**src/rtl/mem_access_ctrl.sv**
```systemverilog
// CPU-to-RAM access controller: sequences byte/halfword/word accesses and splits
// doublewords into two word accesses, with alignment checking and a WAIT timeout.
module mem_access_ctrl #(
   parameter int TIMEOUT = 15
) (
   input  logic        i_clk,
   input  logic        i_reset,
   input  logic        i_req,
   input  logic        i_rw,
   input  logic [7:0]  i_addr,
   input  logic [1:0]  i_dtype,
   input  logic        i_sign,
   input  logic [63:0] i_wdata,
   output logic [63:0] o_rdata,
   output logic        o_done,
   output logic        o_err,
   output logic        o_busy,
   output logic        o_mov,
   output logic        o_read_write,
   output logic [7:0]  o_address,
   output logic [31:0] o_data_in,
   output logic [1:0]  o_data_type,
   output logic        o_sign,
   input  logic [31:0] i_data_out,
   input  logic        i_moc
);

   typedef enum logic [2:0] {S_IDLE, S_SETUP, S_ISSUE, S_WAIT, S_DONE} state_t;

   localparam logic [3:0] TO_L = 4'(TIMEOUT);

   state_t      r_state;
   logic        r_rw;
   logic [7:0]  r_addr;
   logic [1:0]  r_dtype;
   logic        r_sign;
   logic [63:0] r_wdata;
   logic        r_half;
   logic [3:0]  r_cnt;
   logic [31:0] r_hi;

   logic        w_misaligned;
   logic        w_is_dword;
   logic [3:0]  w_cnt_inc;
   logic        w_src_rw;
   logic [7:0]  w_src_addr;
   logic [1:0]  w_src_dtype;
   logic        w_src_sign;
   logic [63:0] w_src_wdata;
   logic        w_src_half;
   logic [7:0]  w_ram_addr;
   logic [1:0]  w_ram_dtype;
   logic [31:0] w_ram_data;
   logic [31:0] w_ext;

   assign w_misaligned = ((i_dtype == 2'b01) && i_addr[0]) ||
                         (i_dtype[1] && (i_addr[1:0] != 2'b00));
   assign w_is_dword   = (r_dtype == 2'b11);
   assign w_cnt_inc    = r_cnt + 4'd1;

   // RAM-side values loaded on entry to SETUP: from the CPU inputs when coming from IDLE,
   // from the latched request when starting the second doubleword half.
   assign w_src_rw    = (r_state == S_IDLE) ? i_rw    : r_rw;
   assign w_src_addr  = (r_state == S_IDLE) ? i_addr  : r_addr;
   assign w_src_dtype = (r_state == S_IDLE) ? i_dtype : r_dtype;
   assign w_src_sign  = (r_state == S_IDLE) ? i_sign  : r_sign;
   assign w_src_wdata = (r_state == S_IDLE) ? i_wdata : r_wdata;
   assign w_src_half  = (r_state == S_IDLE) ? 1'b0    : 1'b1;
   assign w_ram_addr  = w_src_half ? (w_src_addr + 8'd4) : w_src_addr;
   assign w_ram_dtype = (w_src_dtype == 2'b11) ? 2'b10 : w_src_dtype;
   assign w_ram_data  = (w_src_dtype != 2'b11) ? w_src_wdata[31:0] :
                        (w_src_half ? w_src_wdata[31:0] : w_src_wdata[63:32]);

   // Extension of narrow read data from the RAM word
   always_comb begin
      w_ext = i_data_out;
      case (r_dtype)
         2'b00:   w_ext = r_sign ? {{24{i_data_out[7]}}, i_data_out[7:0]}
                                 : {24'd0, i_data_out[7:0]};
         2'b01:   w_ext = r_sign ? {{16{i_data_out[15]}}, i_data_out[15:0]}
                                 : {16'd0, i_data_out[15:0]};
         default: w_ext = i_data_out;
      endcase
   end

   // Access sequencer with registered CPU- and RAM-side outputs
   always_ff @(posedge i_clk) begin
      if (i_reset) begin
         r_state      <= S_IDLE;
         r_rw         <= 1'b0;
         r_addr       <= 8'd0;
         r_dtype      <= 2'b00;
         r_sign       <= 1'b0;
         r_wdata      <= 64'd0;
         r_half       <= 1'b0;
         r_cnt        <= 4'd0;
         r_hi         <= 32'd0;
         o_rdata      <= 64'd0;
         o_done       <= 1'b0;
         o_err        <= 1'b0;
         o_busy       <= 1'b0;
         o_mov        <= 1'b0;
         o_read_write <= 1'b0;
         o_address    <= 8'd0;
         o_data_in    <= 32'd0;
         o_data_type  <= 2'b00;
         o_sign       <= 1'b0;
      end else begin
         o_done <= 1'b0;
         o_err  <= 1'b0;
         o_mov  <= 1'b0;
         case (r_state)
            S_IDLE: begin
               if (i_req) begin
                  r_rw    <= i_rw;
                  r_addr  <= i_addr;
                  r_dtype <= i_dtype;
                  r_sign  <= i_sign;
                  r_wdata <= i_wdata;
                  r_half  <= 1'b0;
                  r_cnt   <= 4'd0;
                  o_busy  <= 1'b1;
                  if (w_misaligned) begin
                     r_state <= S_DONE;
                     o_done  <= 1'b1;
                     o_err   <= 1'b1;
                  end else begin
                     r_state      <= S_SETUP;
                     o_read_write <= w_src_rw;
                     o_address    <= w_ram_addr;
                     o_data_in    <= w_ram_data;
                     o_data_type  <= w_ram_dtype;
                     o_sign       <= w_src_sign;
                  end
               end
            end
            S_SETUP: begin
               r_state <= S_ISSUE;
               o_mov   <= 1'b1;
            end
            S_ISSUE: r_state <= S_WAIT;
            S_WAIT: begin
               if (i_moc) begin
                  r_cnt <= 4'd0;
                  if (w_is_dword && !r_half) begin
                     r_half       <= 1'b1;
                     r_state      <= S_SETUP;
                     o_read_write <= w_src_rw;
                     o_address    <= w_ram_addr;
                     o_data_in    <= w_ram_data;
                     o_data_type  <= w_ram_dtype;
                     o_sign       <= w_src_sign;
                     if (r_rw) begin
                        r_hi <= i_data_out;
                     end
                  end else begin
                     r_state <= S_DONE;
                     o_done  <= 1'b1;
                     // First doubleword half is staged so a timeout never leaves RData half-updated
                     if (r_rw) begin
                        o_rdata <= w_is_dword ? {r_hi, i_data_out} : {32'd0, w_ext};
                     end
                  end
               end else if (w_cnt_inc == TO_L) begin
                  r_cnt   <= 4'd0;
                  r_state <= S_DONE;
                  o_done  <= 1'b1;
                  o_err   <= 1'b1;
               end else begin
                  r_cnt <= w_cnt_inc;
               end
            end
            S_DONE: begin
               r_state <= S_IDLE;
               o_busy  <= 1'b0;
            end
            default: begin
               r_state <= S_IDLE;
               o_busy  <= 1'b0;
            end
         endcase
      end
   end

endmodule

```
**config.mk**
```make
export PLATFORM = sky130hd
export DESIGN_NAME = mem_access_ctrl
export DESIGN_NICKNAME = d
export VERILOG_FILES = /design/src/rtl/mem_access_ctrl.sv
export SDC_FILE = /design/constraint.sdc
export NUM_CORES = 1
export LEC_CHECK = 0
export CAP_MARGIN = 25
export CORE_MARGIN = 3
export CORE_UTILIZATION = 45
export CTS_CLUSTER_DIAMETER = 60
export DETAILED_ROUTE_END_ITERATION = 7
export GPL_ROUTABILITY_DRIVEN = 0
export PLACE_DENSITY = 0.76
export SLEW_MARGIN = 10
export SYNTH_ARGS = -nofsm -noshare
export SYNTH_HDL_FRONTEND = slang
export SYNTH_SLANG_ARGS = --single-unit
export TNS_END_PERCENT = 20
```
**constraint.sdc**
```tcl
create_clock -name i_clk -period 3.7 [get_ports i_clk]
set_input_delay 0.74 -clock i_clk [delete_from_list [all_inputs] [get_ports i_clk]]
set_output_delay 0.74 -clock i_clk [all_outputs]
set_load 0.01 [all_outputs]
```
==> After elaboration in Yosys (flattened, before gate mapping) <==
Cells that the tools add are included.
{ "classes": {"addsub": 2, "n_eq_ne": 14, "n_mux": 63, "bitwise_logic": 2, "n_reduce_logical": 18} }
{ "op_table": {"columns": ["operator", "n"], "rows": [
  ["2-to-1 mux 32 bit", 8],
  ["2-to-1 mux 64 bit", 2],
  ["one-hot mux 32 bit (2 select lines)", 2],
  ["2-to-1 mux 8 bit", 6],
  ["2-to-1 mux 1 bit", 21],
  ["one-hot mux 8 bit (2 select lines)", 1],
  ["2-to-1 mux 3 bit", 5],
  ["2-to-1 mux 2 bit", 6],
  ["2-to-1 mux 4 bit", 3],
  ["one-hot mux 1 bit (2 select lines)", 6],
  ["one-hot mux 3 bit (4 select lines)", 1],
  ["AND reduction 4 bit", 3],
  ["inequality test 2 bit, second input constant", 5],
  ["adder 8 x 3 -> 8 bit, second input constant", 1],
  ["one-hot mux 4 bit (2 select lines)", 1],
  ["AND reduction 2 bit", 4],
  ["== test 3 x 2 -> 1 bit, second input constant", 2],
  ["AND reduction 5 bit", 1],
  ["adder 4 x 1 -> 4 bit, second input constant", 1],
  ["== test 2 x 1 -> 1 bit, second input constant", 2],
  ["== test 2 bit, second input constant", 2],
  ["== test 4 bit, second input constant", 1],
  ["one-hot mux 2 bit (2 select lines)", 1],
  ["nonzero test 2 bit", 2],
  ["9 further kinds", 12]
]} }
{ "totals": {"register_bits": 228, "wordCells": 118} }

==> Depth between registers and ports, before layout <==
Gate-level depths: netlist of run 1.
{ "logic_depth": {"ltp_word": 7, "mapped_depth": 10, "depth_no_buf": 7} }

==> Worst setup path before layout of run 1 <==
OpenSTA, ideal clock, no wires.
{ "synth_timing": {"path_kind": "register to register", "startpoint": "register r_state[2]", "endpoint": "register o_address[6]", "arrival_time_ns": 2.214, "setup_slack_ns": 1.368, "stages_incl_launch_ff": 11, "n_path_buf": 3, "synth_period_minus_slack_ns": 2.332, "cell_sequence": "dfxtp_1 > buf_2 > nor3_1 > buf_2 > clkbuf_1 > mux2_2 > ha_1 > nand3_1 > xor2_1 > a21oi_1 > o221a_2"} }
{ "synth_between": {"elab_chain_cells": 7, "elab_cells_between_ends": 16} }
{ "synth_lines": {"columns": ["element", "line_no", "source"], "rows": [
  ["from (decl)", "32", "state_t r_state;"],
  ["from (signal assigned)", "89", "r_state <= S_IDLE;"],
  ["from (signal assigned)", "124", "r_state <= S_DONE;"],
  ["from (signal assigned)", "128", "r_state <= S_SETUP;"],
  ["zero test 3 bit", "64, 68, 112", null],
  ["2-to-1 mux 8 bit", "64", "assign w_src_addr = (r_state == S_IDLE) ? i_addr : r_addr;"],
  ["adder 8 x 3 -> 8 bit", "69", "assign w_ram_addr = w_src_half ? (w_src_addr + 8'd4) : w_src_addr;"],
  ["2-to-1 mux 8 bit", "69", null],
  ["2-to-1 mux 8 bit (on tied branches)", "145, 123", null],
  ["2-to-1 mux 8 bit (on tied branches)", "143, 114", null],
  ["one-hot mux 8 bit (2 select lines)", "112", "case (r_state)"],
  ["to (signal assigned)", "130", "o_address <= w_ram_addr;"],
  ["to (signal assigned)", "149", "o_address <= w_ram_addr;"],
  ["to (decl)", "20", "output logic [7:0] o_address,"]
]} }
Parallel ways exist; a longest one is shown, timed or not. The select of a mux whose other input is x is not followed.
A chain may end at the register's enable or synchronous reset.

==> Worst setup path in the final report of run 1 <==
{ "layout_timing": {"startpoint": "input port i_moc", "endpoint": "register o_data_in[15]"} }
{ "layout_between": {"elab_chain_cells": 2} }
{ "layout_lines": {"columns": ["element", "line_no", "source"], "rows": [
  ["from (decl)", "25", "input logic i_moc"],
  ["inequality test 2 bit (no line)", null, null],
  ["AND reduction 5 bit (no line)", null, null],
  ["to (signal assigned)", "131", "o_data_in <= w_ram_data;"],
  ["to (signal assigned)", "150", "o_data_in <= w_ram_data;"],
  ["to (decl)", "21", "output logic [31:0] o_data_in,"]
]} }
No other way between the ends.

==> flow_summary.yaml, run 1 <==
timing:
  post-route-min-period_ns: 2.44
  finalCritPeriodShare: 0.660
  fin_skew_ns: 0.00881
  worst_pin_slew_ns: 0.752
  max_clock_freq_mhz: 410
  slew_headroom: 0.499
  finalSetupTns_ns: 0
  rsz0062_at_grt: "false"
  setup_viol: 0
  hold_violations: 0
  finalMaxSlewViolations: 0
global_routing:
  grt_overflow: 0
  grt_pass1_vias: 7121
  grt_max_degree: 99
  grt_usage: 0.231
  antenna_found_initial: 0
  grt_pass1_wl_um: 36900
critical_path:
  r2r_setup_slack_ns: 1.27
  cp_max_fo: 32
  rr_worst_depth: 8
  endpoint_kind: "flip-flop"
  cp_cell_sequence: "clkdlybuf4s50_1, and4b_1, nor2b_2, or2_1, nor2_2, buf_4, a21o_1"
  regToRegStartpoint: "r_state[2]"
  slowest_delay_ns: 0.52
  reg2reg_to: "o_address[6]"
  worstPathArrival_ns: 2.77
  worstSetupStartpointType: "primary input"
  crit_family: "simple AND/OR/NAND/NOR gates"
  cpMaxStageDelayCell: "clkdlybuf4s50_1"
  path_buf_inv: 2
  worstSetupPathType: "primary input to flip-flop"
  cp.required_ns: 4.03
synthesis:
  syn_avg_cell_area_sq_um: 7.93
  synth_top_family_by_area: "compound AO/OA/AOI/OAI gates"
  synthMuxAreaShare: 0.0143
  dominantRegCellSynth: "dfxtp_1"
  ys_warn_count: 0
  syn-num-nets: 1108
  async_flop_share: 0
  synthXorXnorAreaFrac: 0.00334
  synth_compound_area_frac: 0.216
  synth_seq_area_share: 0.498
  synth-simple-area-share: 0.212
  synthAdderAreaFrac: 0.00477
  synthDistinctLibCells: 45
  synth-edff-count: 0
  synth-seq-cells: 196
  synth_cells: 993
  mappedNetlistArea_sq_um: 7880
placement:
  hpwl_um: 14700
  place_inst: 1362
  portBuffers: 223
power:
  seqPwrFrac: 0.461
  p_leak_nw: 4.01
  vdd_drop_max_uv: 385
  power.share.clock: 0.400
  p_int_mw: 3.64
  switching_share: 0.264
  power.density_nw_per_um2: 457
  p_comb_frac: 0.139
  switchingPower_mw: 1.30
floorplan:
  boundaryPins: 224
  die-height_um: 138
  start_util: 0.467
  core_area_sq_um: 16900
  dieArea_sq_um: 19100
  fp.dieW_um: 138
  num_rows: 47
clocking:
  clk_pin_slew_ns: 0.08
  cts_root_buffer: "clkbuf_16"
  clkSinkCount: 196
  post_cts_buffers: 0
  numCtsBuffers: 17
  clk_path_buf_depth: 2
  cts_tree: "done"
  cts-hold-fix-buffers: 0
  clock_latency_ns: 0.43
  htreeDepth: 4
  cts_resized: 0
routing:
  wirelength_um: 23000
  vias: 7618
  post_drt_wl_per_cell_um: 16.5
  avgViaCountPerCell: 5.46
  postRouteAntennaNets: 0
  drt_iter0_markers: 534
  drc: 0
  drt_pre_antenna_iters: 5
cells_and_area:
  drive_above_1_share: 0.0536
  final_cell_mix: "nand2_1, clkdlybuf4s50_1, dfxtp_1, a21oi_1, nor2_1"
  layout_commonest_cell: "nand2_1"
  final_nets: 1277
  num_antenna_cells: 0
  instances_no_fill: 1395
  area_delta_synth_final_pct: 37.3
worst_hold_path:
  hold_depth: 1
  whs_endpoint: "o_data_in[17]"
  min_path_type: "flip-flop to flip-flop"
  min_from: "o_data_in[17]"
outcome:
  status: "finished clean"
job:
  maxCapViolations: 0
==> through the flow <==
stage	total power, mW	hold WS (ns)	instance area (sq um)	util	setup WS, ns
global placement	3.00	0.434	10200	0.602	0.863
floorplan	2.67	0.435	7880	-	1.37
global route	5.14	0.468	10800	0.640	1.10
detailed placement	3.01	0.438	10200	0.602	0.823
finish	4.94	0.451	10800	0.640	1.26
CTS	4.97	0.453	10800	0.640	1.08
==> kinds of logic after synthesis <==
| kind of cell | after synthesis |
|---|---|
| fa+ha+maj | 3 |
| xor+xnor | 3 |
| buf+inv | 98 |
| simple gates | 402 |
| compound gates | 280 |
| mux | 11 |
| flops | 196 |
==> synth_stat cells (2+ instances only) <==
master | count | area, sq um
a211oi_1 | 8 | 60.1
nor2_1 | 45 | 169
inv_1 | 7 | 26.3
nor2b_1 | 4 | 25.0
o21ai_0 | 13 | 65.1
buf_4 | 3 | 22.5
and2_1 | 2 | 12.5
nand3_1 | 39 | 195
a31oi_1 | 4 | 25.0
mux2_2 | 2 | 22.5
and3_1 | 2 | 12.5
buf_1 | 10 | 37.5
ha_1 | 3 | 37.5
dfxtp_1 | 196 | 3920
a21oi_1 | 172 | 861
a21o_1 | 33 | 248
a22oi_1 | 2 | 15.0
nor3_1 | 21 | 105
xor2_1 | 2 | 17.5
nand2_1 | 275 | 1030
clkbuf_1 | 60 | 225
mux2i_1 | 9 | 90.1
buf_2 | 18 | 90.1
a311oi_1 | 41 | 359
o221a_2 | 2 | 22.5
==> power by group through the flow <==
stage	sequential [mW]	clock [mW]	combinational [mW]
after CTS	2.28	2.01	0.679
after floorplan	2.32	0	0.345
after global routing	2.29	2.10	0.750
final	2.28	1.98	0.688
after global placement	2.33	0	0.672
after detailed placement	2.33	0	0.676
==> cell type report <==
cell class	count	area [sq um]
fill	1450	6070
sequential	196	3920
timing repair buffer	241	2390
multi-input combinational	699	3560
clock buffer	17	425
clock inverter	15	211
tap	220	275
inverter	7	26.3
==> state kept, by name, summed over array words and instances (netlist names) <==
register      cells
o_rdata          64
o_data_in        32
r_hi             32
r_wdata          32
o_address         8
r_addr            8
r_cnt             4
r_state           3
o_data_type       2
r_dtype           2
o_busy            1
o_done            1
o_err             1
o_mov             1
o_read_write      1
o_sign            1
r_half            1
r_rw              1
r_sign            1
==> layer usage <==
layer | vias up | track usage | part of all wire | wire (um)
met4 | 0 | 0.0754 | 0.023 | 522
met3 | 32 | 0.0649 | 0.076 | 1750
met2 | 283 | 0.373 | 0.48 | 11000
li1 | 3749 | - | - | -
met1 | 3554 | 0.301 | 0.42 | 9760
met5 | - | 0 | 0 | 0
==> how the worst max path moves through the flow <==
stage	depth (start not counted)	slack, ns	from	to
after global placement	7	0.86	i_moc	o_data_in[9]
final	7	1.26	i_moc	o_data_in[15]
after global routing	6	1.10	i_moc	o_rdata[9]
after CTS	6	1.08	r_dtype[1]	o_data_in[15]
after detailed placement	7	0.82	i_moc	o_data_in[15]
after floorplan	10	1.37	r_state[2]	o_address[6]
Note: power is estimated with default switching activity, not from simulation.
==> run 2: changes to the inputs <==
- clock period: 3.7 -> 2.3 ns (I/O delays scaled with it)
==> flow_summary.yaml, run 2 (synthesized netlist as in run 1, its figures left out) <==
outcome:
  status: "finished clean"
power:
  power.density_nw_per_um2: 716
  power.share.clock: 0.388
  vdd_drop_max_uv: 559
  p_leak_nw: 4.10
  switchingPower_mw: 2.19
  p_comb_frac: 0.147
  p_int_mw: 5.69
  seqPwrFrac: 0.465
  switching_share: 0.278
placement:
  portBuffers: 223
  place_ws_ns: 0.0542
  place_inst: 1373
  hpwl_um: 15200
  place_area_sq_um: 10400
critical_path:
  cp_max_fo: 10
  regToRegStartpoint: "r_state[0]"
  endpoint_kind: "flip-flop"
  reg2reg_to: "o_address[6]"
  worstSetupPathType: "flip-flop to flip-flop"
  cp_cell_sequence: "nor3_2, mux2_2, ha_1, nand3_1, xor2_1, a21oi_1, o221a_2"
  r2r_setup_slack_ns: 0.34
  cp.required_ns: 2.63
  worstPathArrival_ns: 2.29
  rr_worst_depth: 7
  cpMaxStageDelayCell: "dfxtp_1"
  slowest_delay_ns: 0.42
  worstSetupStartpointType: "flip-flop"
worst_hold_path:
  min_path_type: "primary input to flip-flop"
  whs_endpoint: "r_wdata[30]"
  hold_depth: 2
  min_from: "i_reset"
cells_and_area:
  largest_reg_flops: 64
  fin_area_sq_um: 11000
  multi_input_area_sq_um: 3560
  regArea_sq_um: 3920
  layout_commonest_cell: "nand2_1"
  regMostFlops: "o_rdata"
  final_nets: 1287
  num_antenna_cells: 0
  area_delta_synth_final_pct: 39.7
  nFillCells: 1460
  instances_no_fill: 1405
  drive_above_1_share: 0.0616
  final_cell_mix: "nand2_1, clkdlybuf4s50_1, dfxtp_1, a21oi_1, nor2_1"
global_routing:
  grt_usage: 0.237
  grt_max_degree: 73
  grt_overflow: 0
  grt_pass1_vias: 7325
  grt_pass1_wl_um: 37700
  antenna_found_initial: 0
clocking:
  clk_pin_slew_ns: 0.08
  numCtsBuffers: 17
  clk_path_buf_depth: 2
  cts_resized: 0
  cts_tree: "done"
  post_cts_buffers: 0
  htreeDepth: 4
  clock_latency_ns: 0.43
  cts_root_buffer: "clkbuf_16"
  clkSinkCount: 196
  cts-hold-fix-buffers: 0
timing:
  fin_skew_ns: 0.00984
  setup_viol: 0
  finalCritPeriodShare: 0.854
  finalSetupTns_ns: 0
  post-route-min-period_ns: 1.96
  hold_violations: 0
  slew_headroom: 0.517
  worst_pin_slew_ns: 0.724
  max_clock_freq_mhz: 509
  rsz0062_at_grt: "false"
  setup_slack_ns: 0.336
  finalMaxSlewViolations: 0
routing:
  postRouteAntennaNets: 0
  vias: 7670
  wirelength_um: 23100
  drt_iter0_markers: 573
  drc: 0
  drt_pre_antenna_iters: 6
  avgViaCountPerCell: 5.46
  post_drt_wl_per_cell_um: 16.5
floorplan:
  dieArea_sq_um: 19100
  fp.dieW_um: 138
  start_util: 0.467
  core_area_sq_um: 16900
  num_rows: 47
  die-height_um: 138
  boundaryPins: 224
job:
  maxCapViolations: 0
[run 2: changes by cell type in the layout (fill, tap and decap cells not counted)]
cell	change
clkinv_8	+2
buf_4	-1
inv_8	-1
clkinvlp_4	-1
buf_12	+12
bufinv_16	-2
inv_6	+2
buf_8	-1
[run 2: layout make-up]
| class | instances | share of cell area |
|---|---|---|
| Sequential cell | 196 | 0.357 |
| Multi-Input combinational cell | 699 | 0.324 |
| Timing Repair Buffer | 251 | 0.237 |
| Clock buffer | 17 | 0.0387 |
| Tap cell | 220 | 0.0250 |
| Clock inverter | 15 | 0.0166 |
| Inverter | 7 | 0.00239 |
[run 2: stage by stage]
stage / util / hold WS (ns) / power [mW]
2_1_floorplan: - / 0.435 / 4.29
3_3_place_gp: 0.616 / 0.435 / 4.88
3_5_place_dp: 0.616 / 0.439 / 4.89
4_1_cts: 0.652 / 0.226 / 7.92
5_1_grt: 0.652 / 0.243 / 8.17
6_report: 0.652 / 0.246 / 7.88
[run 2: layer usage]
| layer | global-route usage | vias up | share of wire |
|---|---|---|---|
| li1 | - | 3764 | - |
| met1 | 0.320 | 3560 | 0.44 |
| met2 | 0.379 | 319 | 0.46 |
| met3 | 0.0556 | 27 | 0.077 |
| met4 | 0.0692 | 0 | 0.015 |
| met5 | 0 | - | 0 |
[run 2: worst max path at each step]
stage | slack, ns | to | from
floorplan | 0.08 | o_address[6] | r_state[2]
global placement | 0.07 | o_address[5] | i_req
detailed placement | 0.05 | o_data_in[20] | i_addr[0]
CTS | 0.34 | o_address[6] | r_state[0]
global route | 0.19 | o_rdata[31] | r_dtype[0]
finish | 0.34 | o_address[6] | r_state[0]
[run 2: power by group through the flow]
stage / sequential [mW] / clock [mW] / combinational, mW
after floorplan: 3.74 / 0 / 0.555
after global placement: 3.74 / 0 / 1.14
after detailed placement: 3.74 / 0 / 1.15
after CTS: 3.66 / 3.10 / 1.16
after global routing: 3.68 / 3.23 / 1.26
final: 3.66 / 3.06 / 1.16
[run 2: critical path: cells and delay by family (launching register included)]
family	cells	cell delay, ns
XOR/XNOR	1	0.14
multiplexers	1	0.38
AND/OR/NAND/NOR	2	0.49
AO/OA/AOI/OAI	2	0.21
flip-flops	1	0.42
adder cells (fa/ha/maj)	1	0.22
==> run 3: changes to the inputs <==
- CORE_MARGIN: 3 -> unset
- CORE_UTILIZATION: 45 -> 35
- PLACE_DENSITY: 0.76 -> 0.62
==> flow_summary.yaml, run 3 (synthesized netlist as in run 1, its figures left out) <==
outcome:
  status: "complete, but fails checks"
  violations: "DRC"
cells_and_area:
  regMostFlops: "o_rdata"
  fin_area_sq_um: 11100
  nFillCells: 2116
  largest_reg_flops: 64
  area_delta_synth_final_pct: 41.5
  final_nets: 1297
  layout_commonest_cell: "nand2_1"
  drive_above_1_share: 0.0703
  num_antenna_cells: 0
  final_cell_mix: "nand2_1, clkdlybuf4s50_1, dfxtp_1, a21oi_1, nor2_1"
clocking:
  post_cts_buffers: 0
  cts_root_buffer: "clkbuf_16"
  clk_pin_slew_ns: 0.07
  clkSinkCount: 196
  cts_tree: "done"
  clk_path_buf_depth: 2
  clock_latency_ns: 0.43
  cts-hold-fix-buffers: 0
  numCtsBuffers: 17
  cts_resized: 0
  htreeDepth: 4
timing:
  finalCritPeriodShare: 0.861
  max_clock_freq_mhz: 505
  worst_pin_slew_ns: 0.707
  finalSetupTns_ns: 0
  fin_skew_ns: 0.0174
  hold_violations: 0
  setup_viol: 0
  finalMaxSlewViolations: 0
  post-route-min-period_ns: 1.98
  rsz0062_at_grt: "false"
  slew_headroom: 0.528
global_routing:
  grt_overflow: 0
  grt_usage: 0.201
  grt_pass1_vias: 7069
  antenna_found_initial: 0
  grt_pass1_wl_um: 37500
  grt_max_degree: 50
routing:
  avgViaCountPerCell: 5.10
  vias: 7525
  postRouteAntennaNets: 0
  wirelength_um: 23400
  drt_pre_antenna_iters: 6
  drc: 36
  post_drt_wl_per_cell_um: 15.8
  drt_iter0_markers: 462
placement:
  portBuffers: 223
  hpwl_um: 15600
  place_area_sq_um: 10500
floorplan:
  num_rows: 54
  start_util: 0.359
  core_area_sq_um: 22000
  boundaryPins: 224
  die-height_um: 152
  dieArea_sq_um: 23100
  fp.dieW_um: 152
power:
  vdd_drop_max_uv: 404
  p_leak_nw: 4.14
  power.density_nw_per_um2: 707
worst_hold_path:
  min_from: "i_reset"
  hold_depth: 2
  whs_endpoint: "r_half"
  min_path_type: "primary input to flip-flop"
critical_path:
  endpoint_kind: "flip-flop"
  worstPathArrival_ns: 2.35
  worstSetupStartpointType: "flip-flop"
  regToRegStartpoint: "r_state[1]"
  r2r_setup_slack_ns: 0.32
  reg2reg_to: "o_data_in[21]"
  rr_worst_depth: 6
  cp.required_ns: 2.67
  cp_max_fo: 22
  worstSetupPathType: "flip-flop to flip-flop"
job:
  maxCapViolations: 0
-- run 3: cell count changes in the layout (fill, tap and decap cells not counted) --
cell / delta
nor2b_2: -1
nor2b_4: +1
inv_6: -1
buf_4: +11
nand2_2: +1
clkinvlp_4: +1
nand2_1: -1
buf_12: -1
-- run 3: worst max-delay path, stage by stage, from the launching register on --
cell	delay, ns
dfxtp_1	0.57
and4b_1	0.30
nor2b_4	0.24
buf_4	0.31
a21oi_1	0.12
a311oi_1	0.29
a21o_1	0.11
-- run 3: stage by stage --
stage | utilization | std cells | hold WS, ns | power (mW) | setup slack, ns
after floorplan | - | 993 | 0.435 | 4.29 | 0.0763
after global placement | 0.480 | 1443 | 0.437 | 4.94 | -0.0464
after detailed placement | 0.480 | 1443 | 0.441 | 4.94 | -0.0611
after CTS | 0.507 | 1475 | 0.348 | 7.97 | 0.288
after global routing | 0.507 | 1475 | 0.369 | 8.23 | 0.109
final | 0.507 | 1475 | 0.362 | 7.88 | 0.321
-- run 3: cell type report --
cell class                 count  area, sq um  share of cell area
timing repair buffer         261         2670               0.240
clock inverter                15          181              0.0163
multi-input combinational    699         3570               0.320
sequential                   196         3920               0.352
clock buffer                  17          425              0.0382
inverter                       7         26.3             0.00236
tap                          280          350              0.0314
-- run 3: worst max path at each step --
stage	end	from	slack (ns)	cells after the start
2_1_floorplan	o_address[6]	r_state[2]	0.08	10
3_3_place_gp	r_wdata[28]	i_req	-0.05	6
3_5_place_dp	o_data_in[21]	i_moc	-0.06	7
4_1_cts	o_address[6]	r_state[1]	0.29	7
5_1_grt	o_address[4]	r_state[1]	0.11	7
6_report	o_data_in[21]	r_state[1]	0.32	6
-- run 3: power by group --
| group | switching, mW | internal (mW) |
|---|---|---|
| registers | 0.104 | 3.55 |
| clock network | 1.45 | 1.57 |
| logic | 0.615 | 0.593 |
-- run 3: layer usage --
metal | vias to the layer above | track usage | routed length [um]
li1 | 3778 | - | -
met1 | 3441 | 0.271 | 10900
met2 | 285 | 0.317 | 10600
met3 | 21 | 0.0485 | 1610
met4 | 0 | 0.0612 | 316
met5 | - | 0 | 0
